$ cat src/rtl/aes_core_sched.sv
// ---------------------------------------------------------------------------
// aes_core_sched
// Arbitrates two requesters onto one shared AES core. One job is in flight at
// a time: accept (round-robin), load the core, wait for completion with a
// timeout, then hold the result until the granted requester takes it.
//
// State table
//   state   | meaning
//   IDLE    | no job; accept a request from either requester
//   LOAD    | one-cycle load strobe to the core
//   WAIT    | waiting for core_done, counting toward TIMEOUT
//   RESP    | result held on rsp_data until the granted requester takes it
//
// Ports
//   clk, rst                     clock, synchronous active-low reset
//   reqN_valid/ready/key/text    job request handshake and payload, N=0,1
//   rspN_valid/ready, rsp_data   result handshake (rsp_data shared)
//   core_ld/key/text_in          load strobe and operands to the core
//   core_done/text_out           completion pulse and ciphertext from core
//   busy, err_timeout, job_cnt   status: not idle, abandon pulse, completions
// ---------------------------------------------------------------------------
module aes_core_sched #(
    parameter int TIMEOUT = 31
) (
    input  logic         clk,
    input  logic         rst,
    input  logic         req0_valid,
    input  logic         req1_valid,
    output logic         req0_ready,
    output logic         req1_ready,
    input  logic [127:0] req0_key,
    input  logic [127:0] req1_key,
    input  logic [127:0] req0_text,
    input  logic [127:0] req1_text,
    output logic         rsp0_valid,
    output logic         rsp1_valid,
    input  logic         rsp0_ready,
    input  logic         rsp1_ready,
    output logic [127:0] rsp_data,
    output logic         core_ld,
    output logic [127:0] core_key,
    output logic [127:0] core_text_in,
    input  logic         core_done,
    input  logic [127:0] core_text_out,
    output logic         busy,
    output logic         err_timeout,
    output logic [15:0]  job_cnt
);

    localparam int            CW     = (TIMEOUT < 2) ? 1 : $clog2(TIMEOUT + 1);
    localparam logic [CW-1:0] TO_VAL = CW'(TIMEOUT);

    typedef enum logic [1:0] {
        ST_IDLE,
        ST_LOAD,
        ST_WAIT,
        ST_RESP
    } state_t;

    state_t        r_state;
    state_t        w_next;
    logic          r_last;      // requester granted most recently
    logic          r_grant;     // requester owning the in-flight job
    logic [CW-1:0] r_wait_cnt;
    logic [127:0]  r_key;
    logic [127:0]  r_text;
    logic [127:0]  r_rsp;
    logic [15:0]   r_job_cnt;

    logic          w_gnt;
    logic          w_accept;
    logic          w_done;
    logic          w_rsp_take;

    always_comb begin
        w_next      = r_state;
        req0_ready  = 1'b0;
        req1_ready  = 1'b0;
        rsp0_valid  = 1'b0;
        rsp1_valid  = 1'b0;
        core_ld     = 1'b0;
        err_timeout = 1'b0;
        w_accept    = 1'b0;
        w_done      = 1'b0;
        w_rsp_take  = 1'b0;
        // On a tie the requester not served last wins; otherwise whoever asks.
        w_gnt       = (req0_valid && req1_valid) ? ~r_last : req1_valid;

        case (r_state)
            ST_IDLE: begin
                // No accept during reset: the job would be dropped anyway.
                if ((req0_valid || req1_valid) && rst) begin
                    w_accept   = 1'b1;
                    req0_ready = ~w_gnt;
                    req1_ready = w_gnt;
                    w_next     = ST_LOAD;
                end
            end
            ST_LOAD: begin
                core_ld = 1'b1;
                w_next  = ST_WAIT;
            end
            ST_WAIT: begin
                // Completion takes priority over timeout in the final cycle.
                if (core_done) begin
                    w_done = 1'b1;
                    w_next = ST_RESP;
                end else if (r_wait_cnt == TO_VAL) begin
                    err_timeout = 1'b1;
                    w_next      = ST_IDLE;
                end
            end
            ST_RESP: begin
                rsp0_valid = ~r_grant;
                rsp1_valid = r_grant;
                w_rsp_take = r_grant ? rsp1_ready : rsp0_ready;
                if (w_rsp_take) begin
                    w_next = ST_IDLE;
                end
            end
            default: w_next = ST_IDLE;
        endcase
    end

    always_ff @(posedge clk) begin
        if (!rst) begin
            r_state    <= ST_IDLE;
            r_last     <= 1'b1;
            r_grant    <= 1'b0;
            r_wait_cnt <= '0;
            r_key      <= '0;
            r_text     <= '0;
            r_rsp      <= '0;
            r_job_cnt  <= '0;
        end else begin
            r_state <= w_next;

            if (w_accept) begin
                r_grant <= w_gnt;
                r_key   <= w_gnt ? req1_key  : req0_key;
                r_text  <= w_gnt ? req1_text : req0_text;
            end

            if (r_state == ST_LOAD) begin
                r_wait_cnt <= '0;
            end else if (r_state == ST_WAIT) begin
                r_wait_cnt <= r_wait_cnt + CW'(1);
            end

            if (w_done) begin
                r_rsp <= core_text_out;
            end

            // Abandoned and completed jobs both count as a served turn.
            if (err_timeout || w_rsp_take) begin
                r_last <= r_grant;
            end

            if (w_rsp_take) begin
                r_job_cnt <= r_job_cnt + 16'd1;
            end
        end
    end

    assign core_key     = r_key;
    assign core_text_in = r_text;
    assign rsp_data     = r_rsp;
    assign job_cnt      = r_job_cnt;
    assign busy         = (r_state != ST_IDLE);

endmodule

$ cat config.mk
export PLATFORM = sky130hd
export DESIGN_NAME = aes_core_sched
export DESIGN_NICKNAME = d
export VERILOG_FILES = /design/src/rtl/aes_core_sched.sv
export SDC_FILE = /design/constraint.sdc
export NUM_CORES = 1
export LEC_CHECK = 0
export ABC_AREA = 1
export CORE_AREA = 5 5 405 407
export CTS_CLUSTER_SIZE = 16
export DETAILED_ROUTE_END_ITERATION = 10
export DIE_AREA = 0 0 410 412
export PLACE_DENSITY = 0.44
export SLEW_MARGIN = 10
export SYNTH_ARGS = -nofsm -noshare
export SYNTH_HDL_FRONTEND = slang
export SYNTH_SLANG_ARGS = --single-unit
$ cat constraint.sdc
create_clock -name clk -period 1.8 [get_ports clk]
set_input_delay 0.54 -clock clk [delete_from_list [all_inputs] [get_ports clk]]
set_output_delay 0.54 -clock clk [all_outputs]
set_load 0.01 [all_outputs]
Word level (Yosys, flattened, before mapping)
Index checks and enable logic that the tools add are counted.
{ "totals": {"regBits": 409, "wordCells": 53, "output_inout_bits": 407, "in_bits": 647} }
{ "classes": {"eq_ne": 7, "add_sub_neg": 2, "reduce_logical": 8, "mux": 24, "bitwise": 4} }
{ "op_table": {"columns": ["op", "n"], "rows": [
  ["two-way mux 128 bit", 2],
  ["two-way mux 1 bit", 17],
  ["adder 16 x 1 -> 16 bit, second input constant", 1],
  ["two-way mux 2 bit", 4],
  ["case mux 2 bit (4 select lines)", 1],
  ["adder 5 x 1 -> 5 bit, second input constant", 1],
  ["== test 5 bit, second input constant", 1],
  ["== test 2 bit, second input constant", 2],
  ["inequality test 2 bit, second input constant", 2],
  ["inverter 1 bit", 4],
  ["inequality test 3 bit, second input constant", 1],
  ["AND reduction 3 bit", 1],
  ["== test 2 x 1 -> 1 bit, second input constant", 1],
  ["logical AND 1 bit", 2],
  ["logical NOT 2 bit", 1],
  ["logical OR 1 bit", 2],
  ["nonzero test 2 bit", 1],
  ["OR reduction 2 bit", 1]
]} }

Depth between registers and ports, before layout
{ "logic_depth": {"word_depth": 5, "ltp_mapped": 9, "mapped_depth_nobuf": 9} }

Worst setup path after synthesis
OpenSTA, ideal clock, no wires.
{ "synth_path": {"path_type": "input port to output port", "startpoint": "input req1_valid", "endpoint": "output req1_ready", "path_stages": 5, "slack_ps": -25, "t_arrival_ps": 1285, "path_buffers": 1, "required_time_ps": 1260, "cell_sequence": "o21ai_1 -> nor2_4 -> inv_2 -> clkbuf_1 -> nor2_1"} }
{ "synth_via": {"elab_chain_cells": 4, "word_cells_on_any_way": 6, "cone_classes": "mux: 3; reduce/logical: 3"} }
{ "synth_rtl": {"columns": ["element", "line", "rtl"], "rows": [
  ["from (decl)", "28", "input logic req1_valid,"],
  ["logical AND 1 bit or logical OR 1 bit (tied branches)", "87, 92", null],
  ["two-way mux 1 bit or logical AND 1 bit (tied branches)", "87, 92", null],
  ["two-way mux 1 bit *", "92", "if ((req0_valid || req1_valid) && rst) begin"],
  ["two-way mux 1 bit *", "89", "case (r_state)"],
  ["to (decl)", "30", "output logic req1_ready,"]
]} }
Every way passes the cells marked *; elsewhere a longest branch is shown, timed or not.

Final worst setup path
{ "layout_path": {"startpoint": "input req1_valid", "endpoint": "output req0_ready"} }
{ "layout_via": {"elab_chain_cells": 5, "word_cells_on_any_way": 7, "cone_classes": "mux: 3; bitwise: 1; reduce/logical: 3"} }
{ "layout_rtl": {"columns": ["element", "line", "rtl"], "rows": [
  ["logical AND 1 bit", "87", "w_gnt = (req0_valid && req1_valid) ? ~r_last : req1_valid;"],
  ["two-way mux 1 bit", "87", null],
  ["inverter 1 bit", "94", "req0_ready = ~w_gnt;"],
  ["two-way mux 1 bit *", "92", null],
  ["two-way mux 1 bit *", "89", null],
  ["to (decl)", "29", "output logic req0_ready,"]
]} }
Marked as above.

==> summary.md <==
| Metric | Value |
|---|---|
| Number of buffers and inverters on the critical path | `5` |
| Routing usage on met1 | `16.52%` |
| Critical path peak fanout | `9` |
| Depth of the CTS H-tree | `2` |
| GR Overflow Total | `0` |
| Static leakage | `14.54 nW` |
| Clock latency reported for the late side of the worst-skew pair | `0.64 ns` |
| Gate family responsible for the most delay along the worst path | `buffers and inverters` |
| Fin util | `between 20% and 30%` |
| TritonCTS clock tree | `built` |
| Number of buffers created by CTS | `54` |
| Result of the run | `finished, violations left` |
| Data arrival at the endpoint of the critical path | `roughly 1.8 ns` |
| Clock-pin slew on the worst setup and hold paths | `0.06 ns` |
| Per-cell routed wire length | `22.70 um` |
| Part of the Yosys area used for sequential elements | `a little under half` |
| Layout cell share with drive strength beyond 1 | `21.75%` |
| Hold path startpoint | `rst` |
| Transition time of the tightest slew-check pin | `0.6953 ns` |
| Final hold violation count | `0` |
| Most area-consuming cells after synthesis | `sky130_fd_sc_hd__dfxtp_1 (47%), sky130_fd_sc_hd__nand2_1 (28%), sky130_fd_sc_hd__a21oi_1 (7.5%), sky130_fd_sc_hd__nor2_1 (6.4%), sky130_fd_sc_hd__o21ai_0 (4.0%)` |
| Warnings from Yosys | `0` |
| Post-synth top flop | `sky130_fd_sc_hd__dfxtp_1` |
| Width of the die | `410 um` |
| Starting Density | `11.00%` |
| Height of the chip | `412 um` |
| Power density relative to cell area | `945.2 nW/um^2` |
| Post-synth EDFFs | `0` |
| Type of element launching the critical path | `primary input` |
| Instance count of the mapped netlist | `~2700` |
| Maximum root-to-sink buffer count | `3` |
| Routed WL | `~140000 um` |
| Area of the mapped netlist | `about 18000 sq um` |
| Global-route met3 utilization | `4.796%` |
| CORE AREA | `159800 sq um` |
| Cell at the root of the clock tree | `sky130_fd_sc_hd__clkbuf_16` |
| Final count of pins violating max slew | `0` |
| Setup crit end kind | `primary output` |
| Setup repair after global routing missed its margin | `true` |
| Standard-cell row count | `147` |
| Share of flip-flops with an asynchronous set or reset | `0%` |
| Highest-utilization routing layer at the global route stage | `met2` |
| Number of antenna violations at the first check in global routing | `between 70 and 80` |
| Number of routed nets with antenna violations | `0` |
| Crit share post-route | `127.2%` |
| Path type of the worst min-delay path | `primary input to flop` |
| Area Growth Syn to Fin | `89.76%` |
| Overall fraction of global-route tracks in use | `14.37%` |
| Slack of the critical path | `-0.4901 ns` |
| Crit-path cells | `clkdlybuf4s50_1, buf_4, nand2_4, buf_12, inv_8, nor2_4, buf_6` |
| Met2 Resource Use GR | `between 20% and 30%` |
| Setup TNS | `-7.875 ns` |
| Stage delay of the slowest cell on the critical path | `0.50 ns` |
| Count of unique library cells instantiated by Yosys | `27` |
| Wire length of the first global-routing pass | `172900 um` |
| Sum of net half-perimeters after detailed placement | `104900 um` |
| Count of unresolved DRC violations after routing | `0` |
| Beginning of the critical path | `req1_valid` |
| Top post-synthesis cells by count | `sky130_fd_sc_hd__nand2_1 (1331), sky130_fd_sc_hd__dfxtp_1 (409), sky130_fd_sc_hd__nor2_1 (299)` |
| WP data required | `1.26 ns` |
| Final worst path period need | `approximately 2.3 ns` |
| Number of failing setup endpoints in the final timing report | `about 140` |
| Final Hold Slack | `slightly below 0.4 ns` |
| Router iterations before antenna repair | `5` |
| Max-cap violation count | `0` |
| Maximum number of pins on one net before global-route repair | `about 130` |
| Peak ir drop on the vdd network | `between 0.6 and 0.7 mV` |
| Final weighted congestion in routability-driven placement | `0.8774` |
| # nets final | `4468` |
| Per-cell via count in the routed design | `3.727` |
| Via count of the first global-routing pass | `approximately 22000` |
| Power Total | `31.54 mW` |
| Net count after synthesis | `about 3400` |
| Setup slack at placement | `-0.7814 ns` |
| Worst reg2reg startpoint | `r_state[0]` |
| Failing checks | `setup timing` |
| Normalized max-slew margin | `53.65%` |
| Setup CP Type | `primary input to primary output` |
| Ports placed on the boundary | `1054` |
| Post-synth top area share | `46.56%` |
| Count leader, synth | `sky130_fd_sc_hd__nand2_1` |
| Vias | `22220` |
| PortBufs | `1053` |
| Synthesized area per cell | `6.508 sq um` |
| Die area | `about 170000 sq um` |
| Worst Skew | `0.02051 ns` |
| Sinks on the clock net | `approximately 410` |
| Library cell occupying the most area in the post-synthesis netlist | `sky130_fd_sc_hd__dfxtp_1` |
| CP max-delay cell | `sky130_fd_sc_hd__clkdlybuf4s50_1` |
| Iter 0 DRT Violations | `1471` |
| Highest attainable clock frequency | `436.7 MHz` |
| Flop and latch count out of synthesis | `between 400 and 500` |
layout by cell type, fill, tap and decap left out, drive strengths merged:
cell | synthesis | routed
a21oi | 266 | 266
and3 | 1 | 1
buf | 130 | 532
bufbuf | 0 | 1
bufinv | 0 | 6
clkbuf | 54 | 100
clkdlybuf4s15 | 0 | 41
clkdlybuf4s50 | 0 | 645
clkinv | 2 | 10
clkinvlp | 0 | 5
dfxtp | 409 | 409
diode | 0 | 17
ha | 3 | 3
inv | 34 | 36
nand2 | 1332 | 1332
nand3 | 12 | 12
nand4 | 8 | 8
nor2 | 304 | 304
nor3 | 2 | 2
o21ai | 141 | 141
o21bai | 1 | 1
or2 | 1 | 1
xnor2 | 1 | 1
xor2 | 1 | 1
kinds of logic after synthesis:
family	share of synthesized area, %
buffers and inverters	5.692
AO/OA/AOI/OAI	11.65
adder cells (fa/ha/maj)	0.2135
XOR/XNOR	0.09963
flip-flops	46.56
AND/OR/NAND/NOR	35.79
stage by stage:
step / std cells / cell area (sq um)
global route: 5950 / 33340
finish: 5961 / 33370
global placement: 5797 / 31510
detailed placement: 5797 / 31510
floorplan: 2702 / 17590
CTS: 5900 / 32320
path summary, 6_finish.rpt:
check	slack [ns]	cells after the start	endpoint
setup / recovery	-0.49	7	req0_ready
hold / removal	0.39	3	r_last
setup reg to reg	-0.04	11	core_key[27]
hold reg to reg	0.46	2	core_text_in[24]
registers in the layout, summed over array words and instances (netlist names):
name          cells
core_text_in    128
r_wait_cnt        5
r_last            1
r_grant           1
rsp_data        128
job_cnt          16
r_state           2
core_key        128
power by group:
part / total, mW / switching, mW / internal, mW
registers: 10.7 / 0.561 / 10.1
clock network: 11.3 / 4.62 / 6.70
logic: 9.57 / 5.17 / 4.41
metal layers:
metal	wire length [um]	part of all wire, %	vias to the layer above
met2	67980	50	861
met3	11290	8.3	197
met1	52440	39	10410
met4	3448	2.5	28
met5	152	0.11	-
li1	-	-	10720
worst min-delay path, stage by stage:
cell,delay (ns)
sky130_fd_sc_hd__buf_4,0.12
sky130_fd_sc_hd__buf_4,0.22
sky130_fd_sc_hd__nand3_1,0.11
area by class of cell:
cell class                      instances  area, sq um
Inverter                               36        191.4
Antenna cell                           17        42.54
Tap cell                             2086         2610
Clock inverter                         21        296.5
Multi-Input combinational cell       2073         8740
Fill cell                           18160       126500
Timing Repair Buffer                 1244        11700
Sequential cell                       409         8280
Clock buffer                           75         1510
repair_timing:
| action | CTS | global route |
|---|---|---|
| endpoints found under the setup margin | 462 | 322 |
| resized for setup | 1584 | 227 |
| hold buffers | 0 | 0 |
| pin swaps | 8 | 49 |
| cloned | 2 | 30 |
| setup buffers | 5 | 14 |
| endpoints found under the hold margin | 0 | 0 |
Power figures use the tool's default switching activity.
